`config.mk`:
```
export PLATFORM = sky130hd
export DESIGN_NAME = issue_unit
export DESIGN_NICKNAME = d
export VERILOG_FILES = /design/src/rtl/issue_unit_pkg.sv /design/src/rtl/issue_fifo.sv /design/src/rtl/issue_unit.sv
export SDC_FILE = /design/constraint.sdc
export NUM_CORES = 1
export LEC_CHECK = 0
export ABC_CLOCK_PERIOD_IN_PS = 2400
export CAP_MARGIN = 25
export CORE_UTILIZATION = 40
export CTS_BUF_LIST = sky130_fd_sc_hd__clkbuf_8 sky130_fd_sc_hd__clkbuf_16
export CTS_CLUSTER_DIAMETER = 150
export DETAILED_ROUTE_END_ITERATION = 10
export SETUP_SLACK_MARGIN = 0.05
export SYNTH_ARGS = -nofsm -noshare
export SYNTH_HDL_FRONTEND = slang
export SYNTH_SLANG_ARGS = --single-unit
```
`constraint.sdc`:
```
create_clock -name clk -period 2.4 [get_ports clk]
set_input_delay 0.24 -clock clk [delete_from_list [all_inputs] [get_ports clk]]
set_output_delay 0.24 -clock clk [all_outputs]
set_load 0.05 [all_outputs]
```
`src/rtl/issue_unit_pkg.sv`:
```
// Shared definitions for the in-order issue stage: opcode constants, instruction field
// positions, FSM state encoding and small helpers.
package issue_unit_pkg;

  localparam int unsigned UNIT_W = 3;

  localparam logic [UNIT_W-1:0] UNIT_LW   = 3'b000;
  localparam logic [UNIT_W-1:0] UNIT_SW   = 3'b001;
  localparam logic [UNIT_W-1:0] UNIT_ADD  = 3'b010;
  localparam logic [UNIT_W-1:0] UNIT_MUL  = 3'b011;
  localparam logic [UNIT_W-1:0] UNIT_MV   = 3'b100;
  localparam logic [UNIT_W-1:0] UNIT_HALT = 3'b101;

  // Field positions inside the 64-bit decoded instruction word.
  localparam int unsigned INSTR_W    = 64;
  localparam int unsigned UNIT_LSB   = 61;
  localparam int unsigned HASIMM_BIT = 60;
  localparam int unsigned R1_LSB     = 54;
  localparam int unsigned R2_LSB     = 48;
  localparam int unsigned R3_LSB     = 42;
  localparam int unsigned IMM_LSB    = 0;

  typedef enum logic [1:0] {
    StIdle,
    StIssue,
    StWait,
    StBackoff
  } issue_state_e;

  // Units 110/111 have no reservation station and are dropped.
  function automatic logic unit_is_legal(input logic [UNIT_W-1:0] unit);
    case (unit)
      UNIT_LW, UNIT_SW, UNIT_ADD, UNIT_MUL, UNIT_MV, UNIT_HALT: return 1'b1;
      default: return 1'b0;
    endcase
  endfunction

  function automatic logic [31:0] sat_inc(input logic [31:0] val);
    return (val == 32'hFFFF_FFFF) ? val : val + 32'd1;
  endfunction

endpackage

```
`src/rtl/issue_fifo.sv`:
```
// Synchronous show-ahead FIFO holding decoded instruction words ahead of the issue FSM.
module issue_fifo
  import issue_unit_pkg::*;
#(
  parameter int unsigned DEPTH = 4,
  parameter int unsigned WIDTH = 64
) (
  input  logic             clk,
  input  logic             rst_n,
  input  logic             push,
  input  logic [WIDTH-1:0] wdata,
  input  logic             pop,
  output logic [WIDTH-1:0] head,
  output logic             empty,
  output logic             full
);

  localparam int unsigned PtrW = $clog2(DEPTH);

  logic [WIDTH-1:0] mem_q [DEPTH];
  logic [PtrW-1:0]  wr_ptr_q, rd_ptr_q;
  logic [PtrW:0]    count_q;
  logic             do_push, do_pop;

  assign empty   = (count_q == '0);
  assign full    = (count_q == (PtrW+1)'(DEPTH));
  assign do_pop  = pop && !empty;
  // A push into a full FIFO is allowed when the head leaves in the same cycle.
  assign do_push = push && (!full || do_pop);
  assign head    = mem_q[rd_ptr_q];

  // Pointer and occupancy bookkeeping; pointers wrap naturally at the power-of-two depth.
  always_ff @(posedge clk or negedge rst_n) begin
    if (!rst_n) begin
      wr_ptr_q <= '0;
      rd_ptr_q <= '0;
      count_q  <= '0;
    end else begin
      if (do_push) wr_ptr_q <= wr_ptr_q + 1'b1;
      if (do_pop)  rd_ptr_q <= rd_ptr_q + 1'b1;
      unique case ({do_push, do_pop})
        2'b10:   count_q <= count_q + 1'b1;
        2'b01:   count_q <= count_q - 1'b1;
        default: count_q <= count_q;
      endcase
    end
  end

  // Storage array; contents are only meaningful while count_q covers them.
  always_ff @(posedge clk) begin
    if (do_push) mem_q[wr_ptr_q] <= wdata;
  end

endmodule

```
`src/rtl/issue_unit.sv`:
```
// In-order issue stage: buffers fetched instructions, offers them one at a time to the
// reservation stations, backs off and retries when a station is full, and stops at halt.
module issue_unit
  import issue_unit_pkg::*;
#(
  parameter int unsigned FIFO_DEPTH = 4,
  parameter int unsigned REG_W      = 6,
  parameter int unsigned WORD_W     = 32,
  parameter int unsigned BACKOFF    = 2
) (
  input  logic               clk,
  input  logic               rst_n,
  input  logic               in_valid,
  input  logic [63:0]        in_instr,
  output logic               in_ready,
  output logic               rs_en,
  output logic [2:0]         rs_unit,
  output logic [REG_W-1:0]   rs_reg1,
  output logic [REG_W-1:0]   rs_reg2,
  output logic [REG_W-1:0]   rs_reg3,
  output logic               rs_hasimm,
  output logic [WORD_W-1:0]  rs_imm,
  input  logic               rs_ack,
  input  logic               rs_ok,
  output logic               halted,
  output logic               illegal,
  output logic [31:0]        issue_cnt,
  output logic [31:0]        stall_cnt
);

  localparam int unsigned BoW = $clog2(BACKOFF + 1);

  issue_state_e       state_q;
  logic               rs_en_q, rs_hasimm_q, halted_q, illegal_q;
  logic [UNIT_W-1:0]  rs_unit_q;
  logic [REG_W-1:0]   rs_reg1_q, rs_reg2_q, rs_reg3_q;
  logic [WORD_W-1:0]  rs_imm_q;
  logic [BoW-1:0]     bo_cnt_q;
  logic [31:0]        issue_cnt_q, stall_cnt_q;

  logic [INSTR_W-1:0] head;
  logic               fifo_empty, fifo_full, push, pop;
  logic               unused_head;

  // Reserved bits of the instruction word are carried but never decoded.
  assign unused_head = ^head[R3_LSB-1:WORD_W];

  // Hold off fetch while in reset, when full, or once halted.
  assign in_ready = rst_n && !fifo_full && !halted_q;
  assign push     = in_valid && in_ready;

  // Head leaves only when dropped as illegal or accepted by the RS.
  assign pop = ((state_q == StIssue) && !unit_is_legal(rs_unit_q)) ||
               ((state_q == StWait) && rs_ack && rs_ok);

  issue_fifo #(
    .DEPTH (FIFO_DEPTH),
    .WIDTH (INSTR_W)
  ) u_fifo (
    .clk   (clk),
    .rst_n (rst_n),
    .push  (push),
    .wdata (in_instr),
    .pop   (pop),
    .head  (head),
    .empty (fifo_empty),
    .full  (fifo_full)
  );

  // Issue FSM with registered RS request, back-off counter and statistics.
  always_ff @(posedge clk or negedge rst_n) begin
    if (!rst_n) begin
      state_q     <= StIdle;
      rs_en_q     <= 1'b0;
      rs_unit_q   <= '0;
      rs_reg1_q   <= '0;
      rs_reg2_q   <= '0;
      rs_reg3_q   <= '0;
      rs_hasimm_q <= 1'b0;
      rs_imm_q    <= '0;
      bo_cnt_q    <= '0;
      halted_q    <= 1'b0;
      illegal_q   <= 1'b0;
      issue_cnt_q <= '0;
      stall_cnt_q <= '0;
    end else begin
      rs_en_q <= 1'b0;
      unique case (state_q)
        StIdle: begin
          if (!fifo_empty && !halted_q) begin
            state_q     <= StIssue;
            // Request pulse coincides with the ISSUE cycle; illegal heads never pulse.
            rs_en_q     <= unit_is_legal(head[UNIT_LSB +: UNIT_W]);
            rs_unit_q   <= head[UNIT_LSB +: UNIT_W];
            rs_hasimm_q <= head[HASIMM_BIT];
            rs_reg1_q   <= head[R1_LSB +: REG_W];
            rs_reg2_q   <= head[R2_LSB +: REG_W];
            rs_reg3_q   <= head[R3_LSB +: REG_W];
            rs_imm_q    <= head[IMM_LSB +: WORD_W];
          end
        end
        StIssue: begin
          if (unit_is_legal(rs_unit_q)) begin
            state_q <= StWait;
          end else begin
            illegal_q <= 1'b1;
            state_q   <= StIdle;
          end
        end
        StWait: begin
          if (rs_ack) begin
            if (rs_ok) begin
              issue_cnt_q <= sat_inc(issue_cnt_q);
              if (rs_unit_q == UNIT_HALT) halted_q <= 1'b1;
              state_q <= StIdle;
            end else begin
              bo_cnt_q <= BoW'(BACKOFF);
              state_q  <= StBackoff;
            end
          end
        end
        StBackoff: begin
          stall_cnt_q <= sat_inc(stall_cnt_q);
          bo_cnt_q    <= bo_cnt_q - 1'b1;
          // Last idle cycle: re-offer the same entry, fields are still held.
          if (bo_cnt_q == BoW'(1)) begin
            rs_en_q <= 1'b1;
            state_q <= StIssue;
          end
        end
        default: state_q <= StIdle;
      endcase
    end
  end

  assign rs_en     = rs_en_q;
  assign rs_unit   = rs_unit_q;
  assign rs_reg1   = rs_reg1_q;
  assign rs_reg2   = rs_reg2_q;
  assign rs_reg3   = rs_reg3_q;
  assign rs_hasimm = rs_hasimm_q;
  assign rs_imm    = rs_imm_q;
  assign halted    = halted_q;
  assign illegal   = illegal_q;
  assign issue_cnt = issue_cnt_q;
  assign stall_cnt = stall_cnt_q;

endmodule
```
# Word level (Yosys, flattened, before mapping)
# Memories as Yosys holds them, arrays and structs flattened.
# Cells that the tools add are included.
# Widths: inputs -> output; s select.
word_totals:
  reg_bits: 132
  latchBits: 0
  mem_bits_rw: 256
  rom_bits: 0
  inputBits: 69
  output_inout_bits: 122
  n_memories: 1
memory_table:
  columns: ["memory", "depth", "width", "rd", "rd_clocked_by_memory_dff", "wr", "line_no", "source"]
  rows:
  - ["u_fifo.mem_q", 4, 64, 1, 0, 1, "issue_fifo.sv:20", "logic [WIDTH-1:0] mem_q [DEPTH];"]
classes:
  addsub: 7
  multipliers: 0
  div: 0
  magnitude_cmp: 0
  eq_ne: 23
  n_shift: 0
  n_mux: 18
  n_bitwise: 3
  n_reduce_logical: 30
op_table:
  columns: ["operator", "n"]
  rows:
  - ["$add 32x1->32 const B", 2]
  - ["$eq 32x32->1 const B", 2]
  - ["$eq 3x3->1 const B", 5]
  - ["$mux 2", 7]
  - ["$eq 3x2->1 const B", 4]
  - ["$reduce_or 6->1", 2]
  - ["$logic_and 1x1->1", 9]
  - ["$logic_not 3->1", 3]
  - ["$ne 2x2->1 const B", 4]
  - ["$pmux 2 s4", 1]
  - ["$reduce_and 4->1", 2]
  - ["$mux 1", 7]
  - ["$eq 2x1->1 const B", 3]
  - ["$eq 2x2->1 const B", 3]
  - ["$eq 3x1->1 const B", 2]
  - ["$pmux 3 s2", 1]
  - ["$reduce_and 2->1", 3]
  - ["$reduce_and 3->1", 2]
  - ["$add 2x1->2 const B", 2]
  - ["$logic_not 1->1", 4]
  - ["$pmux 2 s2", 1]
  - ["$reduce_bool 2->1", 2]
  - ["$add 3x1->3 const B", 1]
  - ["$not 1->1", 3]
  - ["other kinds (5)", 6]

# Logic depth before layout (Yosys ltp)
# Gate-level depths: netlist of the first run.
logic_depth:
  depth_word: 11
  mapped_depth: 10
  depth_no_buf: 10

# Hierarchy
# A second synthesis of the first run with hierarchy kept.
unflattened:
  hier_cells: 835
  hier_area_um2: 15279.7
modules_own_cells:
  columns: ["mod", "n_inst", "cells_each", "area_per_inst_um2"]
  rows:
  - ["issue_fifo", 1, 380, 9705.6]
  - ["issue_unit", 1, 455, 5574.1]

# Worst setup path before layout of the first run
# Ideal clock, no wire load.
synth_timing:
  kind: "register -> register"
  start: "register halted_q (netlist: halted)"
  end: "memory u_fifo.mem_q[0][0] (enable)"
  setup_ps: 418
  arrival_ps: 3558
  path_slack_ps: -1576
  path_stages_with_launch: 3
  synth_period_minus_slack_ps: 3976
  path_cell_list: "dfrtp_1 > a311oi_1 > and3_1"
synth_via:
  elab_chain_cells: 6
synth_lines:
  columns: ["item", "line_no", "source"]
  rows:
  - ["start, declared", "issue_unit.sv:34", "logic rs_en_q, rs_hasimm_q, halted_q, illegal_q;"]
  - ["start signal, assigned", "issue_unit.sv:82", "halted_q <= 1'b0;"]
  - ["start signal, assigned", "issue_unit.sv:114", "if (rs_unit_q == UNIT_HALT) halted_q <= 1'b1;"]
  - ["$logic_not 1->1", "issue_unit.sv:49", "assign in_ready = rst_n && !fifo_full && !halted_q;"]
  - ["$logic_and 1x1->1", "issue_unit.sv:49", null]
  - ["named net in_ready", "issue_unit.sv:15", "output logic in_ready,"]
  - ["$logic_and 1x1->1", "issue_unit.sv:50", "assign push = in_valid && in_ready;"]
  - ["$logic_and 1x1->1", "issue_fifo.sv:29", "assign do_push = push && (!full || do_pop);"]
  - ["$mux 1", "issue_fifo.sv:51", "if (do_push) mem_q[wr_ptr_q] <= wdata;"]
  - ["$mux 1 (implied by the code)", "issue_fifo.sv:51", null]
  - ["end, declared", "issue_fifo.sv:20", null]
# The timed path passes the listed nets, and every way through them passes these cells.

# Worst setup path in the final report of the first run
layout_timing:
  start: "register state_q[0]"
  end: "register u_fifo.count_q[2]"
layout_via:
  elab_chain_cells: 9
layout_lines:
  columns: ["item", "line_no", "source"]
  rows:
  - ["start, declared", "issue_unit.sv:33", "issue_state_e state_q;"]
  - ["start signal, assigned", "issue_unit.sv:73", "state_q <= StIdle;"]
  - ["start signal, assigned", "issue_unit.sv:91", "state_q <= StIssue;"]
  - ["start signal, assigned", "issue_unit.sv:104", "state_q <= StWait;"]
  - ["$eq 2x2->1", "issue_unit.sv:54", "((state_q == StWait) && rs_ack && rs_ok);"]
  - ["$logic_and 1x1->1 (2 in a row)", "issue_unit.sv:54", null]
  - ["$logic_or 1x1->1 (*)", "issue_unit.sv:53", "assign pop = ((state_q == StIssue) && !unit_is_legal(rs_unit_q)) ||"]
  - ["$logic_and 1x1->1 (*)", "issue_fifo.sv:27", "assign do_pop = pop && !empty;"]
  - ["named net u_fifo.do_pop", "issue_fifo.sv:23", "logic do_push, do_pop;"]
  - ["$logic_or 1x1->1", "issue_fifo.sv:29", null]
  - ["$logic_and 1x1->1", "issue_fifo.sv:29", null]
  - ["$eq 2x1->1 / $eq 2x2->1 (equally long branches)", "issue_fifo.sv:41", "unique case ({do_push, do_pop})"]
  - ["$pmux 3 s2 / $reduce_bool 2->1 (equally long branches)", null, null]
  - ["end signal, assigned", "issue_fifo.sv:42", "2'b10: count_q <= count_q + 1'b1;"]
  - ["end signal, assigned", "issue_fifo.sv:43", "2'b01: count_q <= count_q - 1'b1;"]
  - ["end signal, assigned", "issue_fifo.sv:44", "default: count_q <= count_q;"]
  - ["end, declared", "issue_fifo.sv:22", "logic [PtrW:0] count_q;"]
# Mark *: on every way through the listed nets, which the timed path passes. The rest lies on a longest branch.
# A chain may end at the register's enable or synchronous reset.

==> out/results.ini, run 1 <==
[synthesis]
ys_warn_count = 0
synthArstFlopShare_pct = 37.9
synth_area_leaders = edfxtp_1 48%, dfrtp_1 24%, mux4_2 8.9%
synth_most_common_cell = edfxtp_1
syn_inst = 771
synthTopCellsByCount = 216 x edfxtp_1, 132 x dfrtp_1, 54 x mux2_2, 54 x mux4_2, 36 x nand2_1
synthesis.nets = 853
synth-edff-count = 216
syn_area_per_cell_um2 = 17.7
ys_seq_area_share_pct = 71.8
synth_area_leader_cell = edfxtp_1
synth_cell_types = 46
yosys_register_bits = 348
syn_area_um2 = 13600
ys.flop_type = edfxtp_1
synth_top_cell_area_share_pct = 47.6

[place]
place_congestion = 0.754
dp_hpwl_um = 16600
dp.cells = 1399
io_buffers = 180

[global_route]
grt_start_max_net_pins = 133
top_usage_layer = met2
use_met1_pct = 20.8
grtUsageTotal_pct = 16.0
grt_util_met2_pct = 26.1
grtUsageMet3_pct = 4.97
grt_pass1_wl_um = 43500
grt_pass1_vias = 7760
antenna_found_initial = 1
overflow = 0

[timing]
tightest_slew_ns = 0.773
setup_viol = 0
max_freq_mhz = 457
min_period_ns = 2.19
rsz0062_at_grt = no
tns_ns = 0
hold_viol = 0
slew_viol_final = 0
fin_skew_ns = 0.0111
maxSlewHeadroom_pct = 48.4
period_share_pct = 91.2

[cts]
cts_tree = done
ctsLongestPathBuffers = 3
clock_latency_ns = 0.52
cts_root_buffer = clkbuf_16
cts_sinks = 348
clkTransAtPathRegs_ns = 0.06
cts_buffers = 39
htreeDepth = 2

[cells_and_area]
layout-area-overhead-vs-synth_pct = 28.5
multiInputGateArea_um2 = 3700
drive_gt1_share_pct = 20.5
finalNonFillerCells = 1471
regArea_um2 = 9800
fillCellCount = 2774
layout.nets = 1075

[route]
ant_nets = 0
drt_wl_total_um = 27200
dr_total_vias = 7365
drtPass1Iterations = 4
drt_iter0_drc = 396
avgRoutedWirePerCell_um = 18.5
drc = 0
vias_per_cell = 5.01

[floorplan]
rows = 67
start_util_pct = 40.6
die-height_um = 187
core_um2 = 33500
chipWidth_um = 187
fp.dieArea_um2 = 34800
pin_count = 191

[worst_setup_path]
crit_chain = inv_1 -> ha_2 -> nand3_1 -> a21oi_2 -> ha_1 -> inv_1 -> fa_1 -> xor2_1 -> nor2_1 -> xor2_1
crit_type = flip-flop to flip-flop
r2r_setup_slack_ns = 0.21
critPathLaunchType = flip-flop
slowest_stage = dfrtp_1
path_max_fanout = 6
cp_data_required_time_ns = 2.84
ff2ff_path_depth = 10
endpoint_kind = flip-flop
cp.arrival_ns = 2.63
max_stage_delay_ns = 0.41
timing.rr.end = u_fifo.count_q[2]
reg2reg_from = state_q[0]

[hold_path]
min_to = u_fifo.mem_q[3][27]
holdPathStages = 1
hold_path_class = primary input to flip-flop
hold_start = in_instr[27]

[power_and_ir_drop]
p_switching_uw = 6910
power_frac_comb_pct = 34.0
powerDensity_nw_per_um2 = 1190
p_int_uw = 13900
p_leak_uw = 0.00655
swShare_pct = 33.2
power_frac_seq_pct = 38.6
power_frac_clock_pct = 27.4
ir_drop_mv = 0.889

[run]
max_cap_violations = 0

[run_status]
status = finished clean

==> worst max path at each step <==
stage | start | cells after the start | endpoint | slack, ns
6_report | state_q[0] | 10 | u_fifo.count_q[2] | 0.21
5_1_grt | state_q[0] | 10 | u_fifo.count_q[2] | 0.06
4_1_cts | state_q[0] | 10 | u_fifo.count_q[2] | 0.09
3_5_place_dp | rs_ok | 9 | u_fifo.count_q[2] | 0.09
3_3_place_gp | rs_ok | 9 | u_fifo.count_q[2] | 0.15
2_1_floorplan | halted | 2 | u_fifo.mem_q[2][0] | -0.12
==> layout make-up <==
class                           count  share of cell area, %
Timing Repair Buffer              206                   12.1
Inverter                           21                  0.450
Multi-Input combinational cell    377                   21.1
Clock buffer                       42                   5.81
Tap cell                          448                   3.20
Clock inverter                     28                   1.31
Antenna cell                        1                 0.0143
Sequential cell                   348                   55.9
==> sequential cells by signal (all words and copies together), names as in the netlist <==
signal / flops
bo_cnt_q: 2
halted: 1
illegal: 1
issue_cnt: 32
rs_en: 1
rs_hasimm: 1
rs_imm: 32
rs_reg1: 6
rs_reg2: 6
rs_reg3: 6
rs_unit: 3
stall_cnt: 32
state_q: 2
u_fifo.count_q: 3
u_fifo.mem_q: 216
u_fifo.rd_ptr_q: 2
u_fifo.wr_ptr_q: 2
==> layer usage <==
metal  wire [um]  vias to the layer above
met3        2050                       42
li1            -                     3412
met1       11900                     3706
met5           0                        -
met2       12800                      205
met4         491                        0
==> worst max-delay path: cells and delay by family (launching register included) <==
kind | cells | cell delay (ns)
simple gates | 2 | 0.23
fa+ha+maj | 3 | 0.81
compound gates | 1 | 0.22
flops | 1 | 0.41
buf+inv | 2 | 0.16
xor+xnor | 2 | 0.29
==> power groups by stage <==
stage / Sequential [uW] / Combinational, uW / Clock, uW
floorplan: 9870 / 3000 / 0
global placement: 8130 / 7150 / 0
detailed placement: 8160 / 7190 / 0
CTS: 8050 / 7210 / 5880
global route: 8160 / 7550 / 6080
finish: 8030 / 7070 / 5700
==> what timing repair did <==
item                       CTS  global route
gates resized for setup      0             2
hold buffers                 1             0
setup buffers                0             0
setup endpoints to repair    0             1
hold endpoints to repair   132             0
==> cell families (layout without fill, tap and decap cells) <==
group | Yosys count | count (layout) | synth area share [%]
AOI/OAI and AO/OA | 30 | 30 | 1.47
xor gates and xnor gates | 64 | 64 | 4.11
adders and majority gates | 13 | 13 | 1.25
buffers and inverters | 46 | 297 | 1.39
DFF | 348 | 348 | 71.8
muxes | 110 | 110 | 13.5
other | 0 | 1 | 0
and+or+nand+nor | 160 | 160 | 6.42
==> cells in the final DEF (no fill, tap or decap), types with 17 or more instances in the layout <==
master / netlist / routed
clkbuf_16: 0 / 39
xnor2_1: 33 / 33
nand2_1: 36 / 36
edfxtp_1: 216 / 216
mux4_2: 54 / 54
and3_1: 21 / 17
nand3_1: 28 / 28
mux2_2: 54 / 54
dfrtp_1: 132 / 129
nor2_1: 18 / 18
clkdlybuf4s50_1: 0 / 178
xor2_1: 31 / 31
inv_1: 21 / 31
==> per-stage QoR <==
step / setup WS, ns / power (uW) / utilization, % / hold slack (ns) / area (um2)
final: 0.211 / 20800 / 52.2 / 0.348 / 17500
after CTS: 0.0929 / 21100 / 52.2 / 0.320 / 17500
after detailed placement: 0.0947 / 15400 / 48.4 / 0.449 / 16200
after global routing: 0.0552 / 21800 / 52.2 / 0.343 / 17500
after floorplan: -0.124 / 12900 / - / -0.0556 / 13700
after global placement: 0.153 / 15300 / 48.4 / 0.445 / 16200
No activity file was read; power rests on OpenSTA's default activity.
==> run 2, diff against run 1 <==
Settings changed: ABC_CLOCK_PERIOD_IN_PS 2400 to 2700, GPL_ROUTABILITY_DRIVEN from default to 1.
Clock period 2.4 ns to 2.7 ns, I/O delays scaled along.
==> out/results.ini, run 2 (same netlist as run 1, synthesis figures left out) <==
[cells_and_area]
layout.nets = 1071  ; -0.37%
final_area_um2 = 17500  ; unchanged
final_cell_mix = 216 x edfxtp_1, 178 x clkdlybuf4s50_1, 130 x dfrtp_1
final_common_cell = edfxtp_1
drive_gt1_share_pct = 19.9  ; -0.53 points
layout-area-overhead-vs-synth_pct = 28.5  ; unchanged
largest_register_ffs = 216  ; unchanged
top_register = u_fifo.mem_q
final_util_pct = 52.2  ; unchanged

[route]
drt_wl_total_um = 27500  ; +1.1%
drtPass1Iterations = 5  ; +1
drt_iter0_drc = 297  ; -25%
vias_per_cell = 5.05  ; +0.94%
avgRoutedWirePerCell_um = 18.7  ; +1.3%
ant_nets = 0  ; unchanged
dr_total_vias = 7419  ; +0.73%
drc = 0  ; unchanged

[run]
max_cap_violations = 0  ; unchanged

[power_and_ir_drop]
swShare_pct = 32.9  ; -0.27 points
power_frac_clock_pct = 27.8  ; +0.4 points
p_leak_uw = 0.00653  ; -0.19%
ir_drop_mv = 0.701  ; -21%
powerDensity_nw_per_um2 = 1060  ; -11%
p_int_uw = 12500  ; -10%
power_frac_seq_pct = 38.8  ; +0.2 points
p_switching_uw = 6120  ; -11%
power_frac_comb_pct = 33.3  ; -0.7 points

[timing]
tightest_slew_ns = 0.798  ; +0.0246 ns
setup_viol = 0  ; unchanged
hold_viol = 0  ; unchanged
tns_ns = 0  ; unchanged
period_share_pct = 89.8  ; -1.4 points
rsz0062_at_grt = no
min_period_ns = 2.42  ; +0.235 ns
slew_viol_final = 0  ; unchanged
setup_ws_ns = 0.276  ; +0.0652 ns
maxSlewHeadroom_pct = 46.8  ; -1.6 points
max_freq_mhz = 413  ; -9.7%
holdWs_ns = 0.381  ; +0.0324 ns
fin_skew_ns = 0.0153  ; +0.00414 ns

[worst_setup_path]
cp.arrival_ns = 2.86  ; +0.23 ns
slowest_stage = dfrtp_1
cp_data_required_time_ns = 3.13  ; +0.29 ns
crit_chain = inv_1 -> ha_1 -> nand3_1 -> a21oi_1 -> ha_1 -> inv_1 -> fa_1 -> xor2_1 -> nor2_1 -> xor2_1
endpoint_kind = flip-flop
max_stage_delay_ns = 0.41  ; about the same
critPathLaunchType = flip-flop
crit_type = flip-flop to flip-flop
path_max_fanout = 6  ; unchanged
crit_buf_inv = 2  ; unchanged
crit_family = adder cells

[place]
place_congestion = 0.750  ; -0.56%
dp_hpwl_um = 16900  ; +1.8%
place_area_um2 = 16200  ; -0.16%
placement.setup.worst_slack_ns = 0.190  ; +0.0950 ns
io_buffers = 180  ; unchanged

[floorplan]
start_util_pct = 40.6  ; unchanged
fp.dieArea_um2 = 34800  ; unchanged
chipWidth_um = 187  ; unchanged
rows = 67  ; unchanged
core_um2 = 33500  ; unchanged
die-height_um = 187  ; unchanged
pin_count = 191  ; unchanged

[cts]
ctsLongestPathBuffers = 3  ; unchanged
htreeDepth = 2  ; unchanged
cts_root_buffer = clkbuf_16
cts_setup_buffers = 0  ; unchanged
cts_resized = 0  ; unchanged
cts_buffers = 39  ; unchanged
cts_hold_buf = 1  ; unchanged
cts_sinks = 348  ; unchanged
clkTransAtPathRegs_ns = 0.06  ; about the same
cts_tree = done
clock_latency_ns = 0.52  ; about the same

[global_route]
overflow = 0  ; unchanged
grtUsageTotal_pct = 16.2  ; +0.16 points
antenna_found_initial = 3  ; +2
grt_pass1_vias = 7842  ; +1.1%
grt_start_max_net_pins = 133  ; unchanged
grt_pass1_wl_um = 44100  ; +1.4%

[hold_path]
hold_path_class = primary input to flip-flop

[run_status]
status = finished clean

[run 2: cell types whose count changed in the layout (fill, tap and decap cells not counted), moves of 2 or more]
cell | previous run | this run
clkinv_1 | 2 | 5
and3_2 | 2 | 4
clkbuf_8 | 3 | 5
clkinv_2 | 9 | 7
clkinvlp_4 | 0 | 2
buf_4 | 16 | 11
inv_1 | 31 | 28
and3_4 | 2 | 0
[run 2: layout make-up]
type,count,area [um2]
clock inverters,26,210
flip-flops and latches,348,9790
diodes,1,2.50
well taps,448,561
inverters,21,78.8
repair buffers,202,2110
clock buffers,45,1070
multi-input cells,377,3690
fillers,2753,16000
[run 2: through the flow]
step	cells	power (uW)
after floorplan	771	11400
after global placement	1394	13600
after detailed placement	1395	13600
after CTS	1467	18900
after global routing	1467	19500
final	1468	18600
[run 2: power groups by stage]
stage	clock (uW)	combinational [uW]	sequential (uW)
after floorplan	0	2660	8780
after global placement	0	6260	7310
after detailed placement	0	6300	7340
after CTS	5340	6320	7240
after global routing	5540	6590	7330
final	5170	6190	7210
[run 2: per-layer routing]
layer	global-route usage [%]	up-vias	wire (um)
li1	-	3404	-
met1	21.7	3762	12000
met2	26.5	212	13200
met3	3.97	37	1840
met4	4.22	4	430
met5	0	-	25
[run 2: worst paths after layout]
| path | endpoint | startpoint | cells past startpoint | slack (ns) |
|---|---|---|---|---|
| worst min register to register | stall_cnt[5] | stall_cnt[5] | 1 | 0.49 |
| worst min-delay path | u_fifo.mem_q[3][43] | in_instr[43] | 1 | 0.38 |
| worst max-delay path | u_fifo.count_q[2] | state_q[0] | 10 | 0.28 |
| min in group asynchronous | issue_cnt[8] | rst_n | 3 | 0.45 |
| worst max register to register | u_fifo.count_q[2] | state_q[0] | 10 | 0.28 |
| max in group asynchronous | u_fifo.rd_ptr_q[0] | rst_n | 3 | 1.60 |
==> variant: new RTL, flow settings as in run 1 <==
Re-encode `issue_state_e` (4 states) as Gray code, 2 bits wide.
--- a/src/rtl/issue_unit_pkg.sv
+++ b/src/rtl/issue_unit_pkg.sv
@@ -22,8 +22,8 @@
 
   typedef enum logic [1:0] {
-    StIdle,
-    StIssue,
-    StWait,
-    StBackoff
+    StIdle    = 2'b00,
+    StIssue   = 2'b01,
+    StWait    = 2'b11,
+    StBackoff = 2'b10
   } issue_state_e;
 
Behaviour: no difference found for any inputs over 4 cycles, from zero or initial values and one cycle with rst_n low; so few cycles prove little.
==> variant against run 1 <==
Combinational power is 2% lower; clock power increased by 2%; sequential cell count did not move; total power up 0.12%; final cell count increased by 0.34%; largest power group unchanged; fmax up 1.8%; setup slack improved by 0.039 ns; cell area is 1.2% higher; highest routed layer is now met5; area after synthesis rose by 0.42%; wire length rose by 2.6%.
==> variant: results (changes against run 1) <==
sequential-to-total area share from yosys stat=0.715 (-0.00302); HP Start=in_instr[50]; Max-slew headroom=0.477 (-0.00769); seq pwr=8.09 mW (+0.7%); placed cells=1,402 (+0.21%); Synth area leaders=edfxtp_1, dfrtp_1, mux4_2, mux2_2, xnor2_1; f_max=0.465 GHz (+1.8%); initial drt markers=446 (+13%); static leakage=6.46 nW (-1.3%); nets=1,074 (-0.093%); crit path DAT=2.55 ns (-0.08 ns); worst hold slack=0.347 ns (-0.00133 ns); met2 usage=0.259 (-0.00244); Crit-path slowest cell=or4_4; global-route wire length before repair=44.7 mm (+2.8%); reg-to-reg startpoint=stall_cnt[0]; combinational power share=0.333 (-0.007); Synth Area in Compound Gates=0.0142 (-0.000519); status=finished clean; hpwl dp=17.7 mm (+6.2%); maximum vdd drop=687 µV (-23%); share of cells above drive strength 1=0.226 (+0.0214); Wirelength per Cell=18.9 µm (+2.2%); combinational cell power=6.94 mW (-2%); vias in the first global route=7,772 (+0.15%); pre-CTS WS=-0.00246 ns (-0.0972 ns); critical path fanouts, max=10 (+4); met1 Resource Use GR=0.225 (+0.0167); Skew-Pair Late Insertion Delay=0.52 ns (about the same); adder-cell area share of the yosys netlist=0.00878 (-0.00371); Distinct cells, synth=51 (+11%); routability cong.=0.786 (+4.2%); Hold Path Sink=u_fifo.mem_q[1][50]; mux cell area share after synthesis=0.136 (+0.00108); r2r worst-path depth=6 (-4); XOR/XNOR Fraction of Synth Area=0.0389 (-0.00218); end of the critical path=stall_cnt[16]; flop2flop setup slack=0.25 ns (+0.04 ns); crit-path max cell delay=0.53 ns (+0.12 ns); top cells by count, synth=edfxtp_1, dfrtp_1, mux2_2; Synth Instances=769 (-0.26%); placed inst area=0.0164 mm² (+1.2%); syn_nets=847 (-0.70%); Net Sw Frac=0.334 (+0.00221); M3 GR Usage=0.0469 (-0.00275)
==> variant: changes by cell type after synthesis, moves of 4 or more <==
| cell | before | now |
|---|---|---|
| a21oi_1 | 4 | 12 |
| and3_1 | 21 | 14 |
| buf_2 | 10 | 14 |
| clkbuf_1 | 14 | 9 |
| ha_1 | 12 | 8 |
| inv_1 | 21 | 16 |
| nand2_1 | 36 | 32 |
| nand3_1 | 28 | 23 |
| nand4_1 | 14 | 25 |
| nor4_1 | 3 | 8 |
| o21ai_0 | 10 | 4 |
| xnor2_1 | 33 | 38 |
| xor2_1 | 31 | 21 |
==> variant: final cells by class <==
cell class                      count  area (µm²)
Fill cell                        2757       15900
Sequential cell                   348        9800
Inverter                           16        60.1
Clock buffer                       43        1040
Multi-Input combinational cell    378        3760
Antenna cell                        1        2.50
Clock inverter                     29         230
Tap cell                          448         561
Timing Repair Buffer              213        2260
==> variant: routing by layer <==
metal,vias up,wire length (µm)
met4,6,497
met5,-,44
met2,196,13000
li1,3447,-
met3,45,1830
met1,3807,12500
